<file path="config.mk">
export PLATFORM = sky130hd
export DESIGN_NAME = stage_sequencer
export DESIGN_NICKNAME = d
export VERILOG_FILES = /design/src/rtl/stage_sequencer.sv
export SDC_FILE = /design/constraint.sdc
export NUM_CORES = 1
export LEC_CHECK = 0
export CORE_AREA = 10 10 47 49
export DETAILED_ROUTE_END_ITERATION = 8
export DIE_AREA = 0 0 57 59
export PLACE_DENSITY_LB_ADDON = 0.1
export SYNTH_ARGS = -nofsm -noshare
export SYNTH_HDL_FRONTEND = slang
export SYNTH_SLANG_ARGS = --single-unit
export TNS_END_PERCENT = 50
</file>
<file path="constraint.sdc">
create_clock -name clk -period 10.02 [get_ports clk]
set_clock_uncertainty 0.15 [all_clocks]
set_input_delay 3.006 -clock clk [delete_from_list [all_inputs] [get_ports clk]]
set_output_delay 3.006 -clock clk [all_outputs]
set_load 0.01 [all_outputs]
</file>
<file path="src/rtl/stage_sequencer.sv">
// One-hot CPU stage register (FETCH..WRITEBACK) with fetch/memory handshakes, trap redirect and corruption recovery.
// Optional retired-instruction counter (instret/instret_clr) enabled by defining STAGE_SEQ_RETIRE_COUNTER_EN.
module stage_sequencer #(
  parameter int unsigned                NUM_STAGES  = 5,
  parameter logic [NUM_STAGES-1:0]      RESET_STAGE = 5'b00001
) (
  input  logic                  clk,
  input  logic                  clear,
  input  logic                  run_en,
  input  logic                  fetch_ack,
  input  logic                  exec_done,
  input  logic                  is_mem_op,
  input  logic                  mem_ack,
  input  logic                  trap,
  output logic [NUM_STAGES-1:0] stage,
  output logic [NUM_STAGES-1:0] stage_next,
  output logic                  fetch_req,
  output logic                  mem_req,
  output logic                  retire,
  output logic                  stage_error
`ifdef STAGE_SEQ_RETIRE_COUNTER_EN
  ,
  input  logic                  instret_clr,
  output logic [31:0]           instret
`endif
);

  typedef enum logic [NUM_STAGES-1:0] {
    FETCH     = 5'b00001,
    DECODE    = 5'b00010,
    EXECUTE   = 5'b00100,
    MEMORY    = 5'b01000,
    WRITEBACK = 5'b10000
  } stage_e;

  logic [NUM_STAGES-1:0] r_stage;
  logic [NUM_STAGES-1:0] w_stage_next;
  logic                  w_onehot;

  assign w_onehot = $onehot(r_stage);

  always_ff @(posedge clk or posedge clear) begin
    if (clear) r_stage <= RESET_STAGE;
    else       r_stage <= w_stage_next;
  end

  // Recovery outranks trap, which outranks normal advance; acks are only seen in their own stage.
  always_comb begin
    w_stage_next = r_stage;
    if (!w_onehot || trap) begin
      w_stage_next = FETCH;
    end else begin
      case (r_stage)
        FETCH:     if (run_en && fetch_ack) w_stage_next = DECODE;
        DECODE:    w_stage_next = EXECUTE;
        EXECUTE:   if (exec_done) w_stage_next = is_mem_op ? MEMORY : WRITEBACK;
        MEMORY:    if (mem_ack) w_stage_next = WRITEBACK;
        WRITEBACK: w_stage_next = FETCH;
        default:   w_stage_next = FETCH;
      endcase
    end
  end

  assign stage       = r_stage;
  assign stage_next  = w_stage_next;
  assign stage_error = ~w_onehot;
  assign fetch_req   = w_onehot && (r_stage == FETCH) && run_en;
  assign mem_req     = w_onehot && (r_stage == MEMORY);
  assign retire      = w_onehot && (r_stage == WRITEBACK) && !trap;

`ifdef STAGE_SEQ_RETIRE_COUNTER_EN
  logic [31:0] r_instret;

  always_ff @(posedge clk or posedge clear) begin
    if (clear)            r_instret <= '0;
    else if (instret_clr) r_instret <= '0;
    else if (retire)      r_instret <= r_instret + 32'd1;
  end

  assign instret = r_instret;
`endif

endmodule

</file>
==> metrics, run 1 <==
CTS Root Cell=clkbuf_4; CTS resizes=0; Hold-fix buffers, CTS=0; Reg clk slew, reported paths=40 ps; Async SR Flop Fraction=100%; final hold violation count=0; Ports=22; Routed Antenna Nets=0; Max-Slew Margin vs Limit=76.4%; routed vias/inst=4.97; layout cells sized above 1=13.9%; Synth Instances=56; Post-synth EDFFs=0; Synth top area share=19.4%; routed wire length=1250 um; Least-Margin Pin Slew=354 ps; Tcrit/Tclk final=79.6%; Die X=57 um; Detail Placement HPWL=1030 um; CTS tree=done; average routed wire per standard cell=13.1 um; post-layout util=53.5%; status=finished, final reports clean; gpl congestion=0.732; CP max FO=4; core area=0.00140 mm2; Setup CP Type=primary input to primary output; vias in the first global route=484; Worst Path Required=6860 ps; DIE HEIGHT=59 um; post-synthesis sequential area ratio=24.5%; R2R Setup Slk=6930 ps; All-Layer GR Usage=7.83%; Finished Layout Cells=95; # H-tree levels=1; largest cells by area after synthesis=dfrtp_1 19%, ha_1 9.7%, fa_1 7.8%; Sequential Area=126 um2; Hold Crit Depth=2; max_cap viols=0; RSZ-0062 raised after global routing=false; Tmin final=7980 ps; CP endpoint kind=primary output; Area after DPL=723 um2; Starting Density=36.8%; Total Neg Setup Slack=0 ps; Worst-Skew Late Latency=240 ps; Largest register FFs=5; row cnt=14; top cells by count, synth=9 x inv_1, 4 x a21oi_1, 4 x dfrtp_1, 4 x ha_1; final-report setup violation count=0; count leader, synth=inv_1; Total Nets Final=94; cts bufs inserted=3; Netlist Area Pre-Place=515 um2; # diodes=0; DR pass1 iterations=3; DRT iter0 DRCs=3; post-route cell area=749 um2; Seq cells post-synth=5; Port Buffers=21; Pwr per Cell Area=181 mW/mm2; Fill cells=154; area delta synth->final=45.4%; die area=0.00336 mm2; Worst setup SP type=primary input; Max rail drop VDD=0.106 mV; largest net degree at the start of global routing=12; Max Fclk=125 MHz; P_leak=0.317 nW; Max Slew Vio Count=0; CTS sink cnt=5; Placed Instances=91; grt ovf=0; via count=472; Main synth FF type=dfrtp_1; initial antenna violation count=0; Hold WC Path Type=register to register; Syn Nets=70; yosys synthesis warning count=0; Multi-input gate area=333 um2; clk buf depth=2; worst path arrival time=4820 ps; Post-CTS Setup Repair Bufs=0; FF-to-FF path depth=10; DRC=0; first-pass GRT wire length=2160 um; Syn Area/Cell=9.21 um2; largest area contributor in the netlist=dfrtp_1; Netlist cell types=29
[path summary, 6_finish.rpt]
| kind | from | endpoint |
|---|---|---|
| worst max-delay path | exec_done | stage_next[1] |
| worst min-delay path | stage[0] | stage[0] |
| worst max register to register | stage[3] | stage[2] |
| worst min register to register | stage[0] | stage[0] |
| max in group asynchronous | clear | stage[0] |
| min in group asynchronous | clear | stage[1] |
[area by class of cell]
cell class | count | area share [%]
clock buffer | 4 | 3.51
sequential | 5 | 16.9
multi-input combinational | 40 | 44.4
timing repair buffer | 21 | 28.0
tap | 16 | 2.67
inverter | 9 | 4.51
[per-layer routing]
metal	vias to the layer above	track usage, %	wire length (um)
met5	-	0	0
met4	0	5.03	0
met3	0	3.00	119
met2	11	11.8	599
met1	214	9.06	528
li1	247	-	-
[power breakdown]
group | total [mW] | switching (mW) | internal, mW | leakage, nW
clock | 0.0223 | 0.00727 | 0.0150 | 0.0150
sequential | 0.0272 | 0.00290 | 0.0243 | 0.0661
combinational | 0.0863 | 0.0427 | 0.0436 | 0.235
total | 0.136 | 0.0529 | 0.0828 | 0.317
[critical path, stage by stage]
cell and delay [ps]:
clkdlybuf4s50_1 450, or3b_1 380, a21oi_2 170, o21ai_1 90, a21oi_2 170, clkdlybuf4s50_1 560
[per-stage QoR]
| step | power [mW] | worst slack, ps | hold WS [ps] |
|---|---|---|---|
| global placement | 0.116 | 2000 | 376 |
| finish | 0.136 | 2040 | 381 |
| global route | 0.149 | 1900 | 418 |
| detailed placement | 0.115 | 2040 | 372 |
| CTS | 0.139 | 2020 | 383 |
| floorplan | 0.0796 | 2990 | 427 |
[logic make-up (layout without fill, tap and decap cells)]
group	after synthesis	after routing	share of synthesized area, %
DFF	5	5	24.5
adders and majority gates	6	6	17.5
AOI/OAI and AO/OA	13	13	17.0
and+or+nand+nor	21	21	30.1
buffers and inverters	11	34	10.9
[cell usage in the layout (no fill, tap or decap)]
| master | count |
|---|---|
| o31ai_1 | 1 |
| o21ai_0 | 1 |
| nand3_1 | 1 |
| and3_1 | 1 |
| o21bai_1 | 1 |
| clkbuf_4 | 3 |
| fa_1 | 2 |
| inv_1 | 9 |
| a21boi_1 | 1 |
| nand2_1 | 1 |
| dfrtp_1 | 4 |
| o21ai_1 | 1 |
| clkbuf_1 | 1 |
| or3b_1 | 2 |
| nand4_1 | 3 |
| clkdlybuf4s50_1 | 21 |
| a21oi_1 | 4 |
| dfstp_2 | 1 |
| or2b_2 | 1 |
| nor4b_4 | 1 |
| nor3_2 | 1 |
| nor3_1 | 3 |
| ha_1 | 4 |
| o21ai_2 | 1 |
| a41oi_1 | 1 |
| a21oi_2 | 2 |
| nor2b_1 | 2 |
| nand2b_1 | 1 |
| nor4_1 | 2 |
| nor3b_1 | 1 |
| and3_2 | 1 |
Note: power is estimated with default switching activity, not from simulation.
==> run 2, diff against run 1 <==
- clock period: 10.02 -> 8.36 ns (I/O delays scaled with it)
==> run 2 against run 1 <==
- worst hold slack better by 11 ps
- non-clock buffer count stayed put
- power is 21% higher
- cell count stayed put
- wire length is 1.8% higher
- register-to-register slack worse by 1700 ps
- combinational power is 21% higher
- largest cell class unchanged
- highest routed layer unchanged
==> metrics, run 2 (same netlist as run 1, synthesis figures left out) <==
Sw Share=39.2% (+0.20 points); final hold violation count=0 (unchanged); Tcrit/Tclk final=83.8%; status=finished, final reports clean; clock network fraction of design power=16.4% (about the same); Fill cells=155 (+0.65%); DRC=0 (unchanged); CP max stage cell=clkdlybuf4s50_1; Max rail drop VDD=0.115 mV (+9.2%); Total Nets Final=94 (unchanged); Detail Placement HPWL=1060 um (+3.0%); CP dominant cell by count=clkdlybuf4s50_1; Ports=22 (unchanged); # H-tree levels=1 (unchanged); CTS sink cnt=5 (unchanged); leading cell type in the layout, fill and taps excluded=clkdlybuf4s50_1; CTS Root Cell=clkbuf_4; DIE HEIGHT=59 um (unchanged); gpl congestion=0.732 (unchanged); area delta synth->final=45.4% (unchanged); P_sw=64.1 uW (+21%); vias in the first global route=482 (-0.41%); Worst-Skew Late Latency=240 ps (about the same); Sequential Area=126 um2 (unchanged); Fin Hold WS=392 ps (+10.7 ps); Die X=57 um (unchanged); Finished Layout Cells=95 (unchanged); DR pass1 iterations=3 (unchanged); Post-CTS Setup Repair Bufs=0 (unchanged); Max Slew Vio Count=0 (unchanged); Reg clk slew, reported paths=40 ps (about the same); Tmin final=7010 ps; cts bufs inserted=3 (unchanged); Hold-fix buffers, CTS=0 (unchanged); Max-Slew Margin vs Limit=72.8% (-3.5 points); average routed wire per standard cell=13.4 um (+1.8%); CP Cell Sequence=clkdlybuf4s50_1 > or3b_1 > o31ai_1 > a21oi_1 > nor3_1 > clkdlybuf4s50_1; CTS resizes=0 (unchanged); Largest register FFs=5 (unchanged); Hold WC Path Type=register to register; initial antenna violation count=0 (unchanged); Starting Density=36.8% (unchanged); Worst Path Required=5700 ps (-1160 ps); row cnt=14 (unchanged); first-pass GRT wire length=2210 um (+2.3%); worst path arrival time=4350 ps (-470 ps); clk buf depth=2 (unchanged); Pwr per Cell Area=218 mW/mm2 (+21%); routed wire length=1270 um (+1.8%); Routed Antenna Nets=0 (unchanged); post-layout util=53.5% (unchanged); DRT iter0 DRCs=2 (-1); via count=467 (-1.1%); max_cap viols=0 (unchanged); CTS tree=done; CP Buf/Inv Count=2 (unchanged); routed vias/inst=4.92 (-1.1%); die area=0.00336 mm2 (unchanged); CP endpoint kind=primary output; Port Buffers=21 (unchanged); layout cells sized above 1=13.9% (unchanged); sequential share of power=19.9% (about the same); Worst setup SP type=primary input; RSZ-0062 raised after global routing=false; Total Neg Setup Slack=0 ps (unchanged); Placed Instances=91 (unchanged); largest net degree at the start of global routing=12 (unchanged); crit-path leading delay family=buffers and inverters; core area=0.00140 mm2 (unchanged); Internal Power=99.6 uW (+20%); P_leak=0.317 nW (unchanged); Multi-input gate area=333 um2 (unchanged); Largest stage delay, worst path=600 ps (+40 ps); Setup CP Type=primary input to primary output; # diodes=0 (unchanged); commonest cells after routing, fill and taps aside=21 x clkdlybuf4s50_1, 9 x inv_1, 4 x a21oi_1, 4 x ha_1, 4 x dfrtp_1; Least-Margin Pin Slew=404 ps (+49.4 ps); CP max FO=2 (-2); Max Fclk=143 MHz; grt ovf=0 (unchanged); final-report setup violation count=0 (unchanged); All-Layer GR Usage=7.96% (+0.13 points); total chip power=164 uW (+21%); Comb pwr share=63.7% (about the same)
[run 2: path summary, 6_finish.rpt]
check	start	end	slack [ps]	cells past startpoint
worst max-delay path	mem_ack	stage_next[3]	1350	6
worst min-delay path	stage[0]	stage[0]	390	2
worst max register to register	stage[3]	stage[2]	5220	10
worst min register to register	stage[0]	stage[0]	390	2
max in group asynchronous	clear	stage[0]	5520	2
min in group asynchronous	clear	stage[1]	2310	2
[run 2: tightest hold or removal path: cells and delay by family, from the launching register on]
kind | cells | cell delay (ps)
and+or+nand+nor | 1 | 80
AOI/OAI and AO/OA | 1 | 70
DFF | 1 | 380
[run 2: power by group through the flow]
stage	logic, mW	clock network [mW]	registers, mW
6_report	0.104	0.0269	0.0325
2_1_floorplan	0.0617	0	0.0337
3_5_place_dp	0.105	0	0.0330
5_1_grt	0.117	0.0296	0.0335
3_3_place_gp	0.106	0	0.0330
4_1_cts	0.106	0.0286	0.0327
[run 2: cell type report]
class	count	share of cell area [%]
Clock buffer	4	3.51
Multi-Input combinational cell	40	44.4
Sequential cell	5	16.9
Timing Repair Buffer	21	28.0
Inverter	9	4.51
Tap cell	16	2.67
[run 2: stage by stage]
step / cell area, um2 / setup slack [ps]
4_1_cts: 749 / 1340
3_5_place_dp: 723 / 1360
5_1_grt: 749 / 1240
2_1_floorplan: 515 / 2330
3_3_place_gp: 723 / 1340
6_report: 749 / 1350
[run 2: layer usage]
layer | up-vias | track usage (%) | routed length (um)
met5 | - | 0 | 0
li1 | 245 | - | -
met1 | 211 | 9.18 | 547
met2 | 11 | 12.2 | 613
met3 | 0 | 2.79 | 109
met4 | 0 | 5.03 | 0
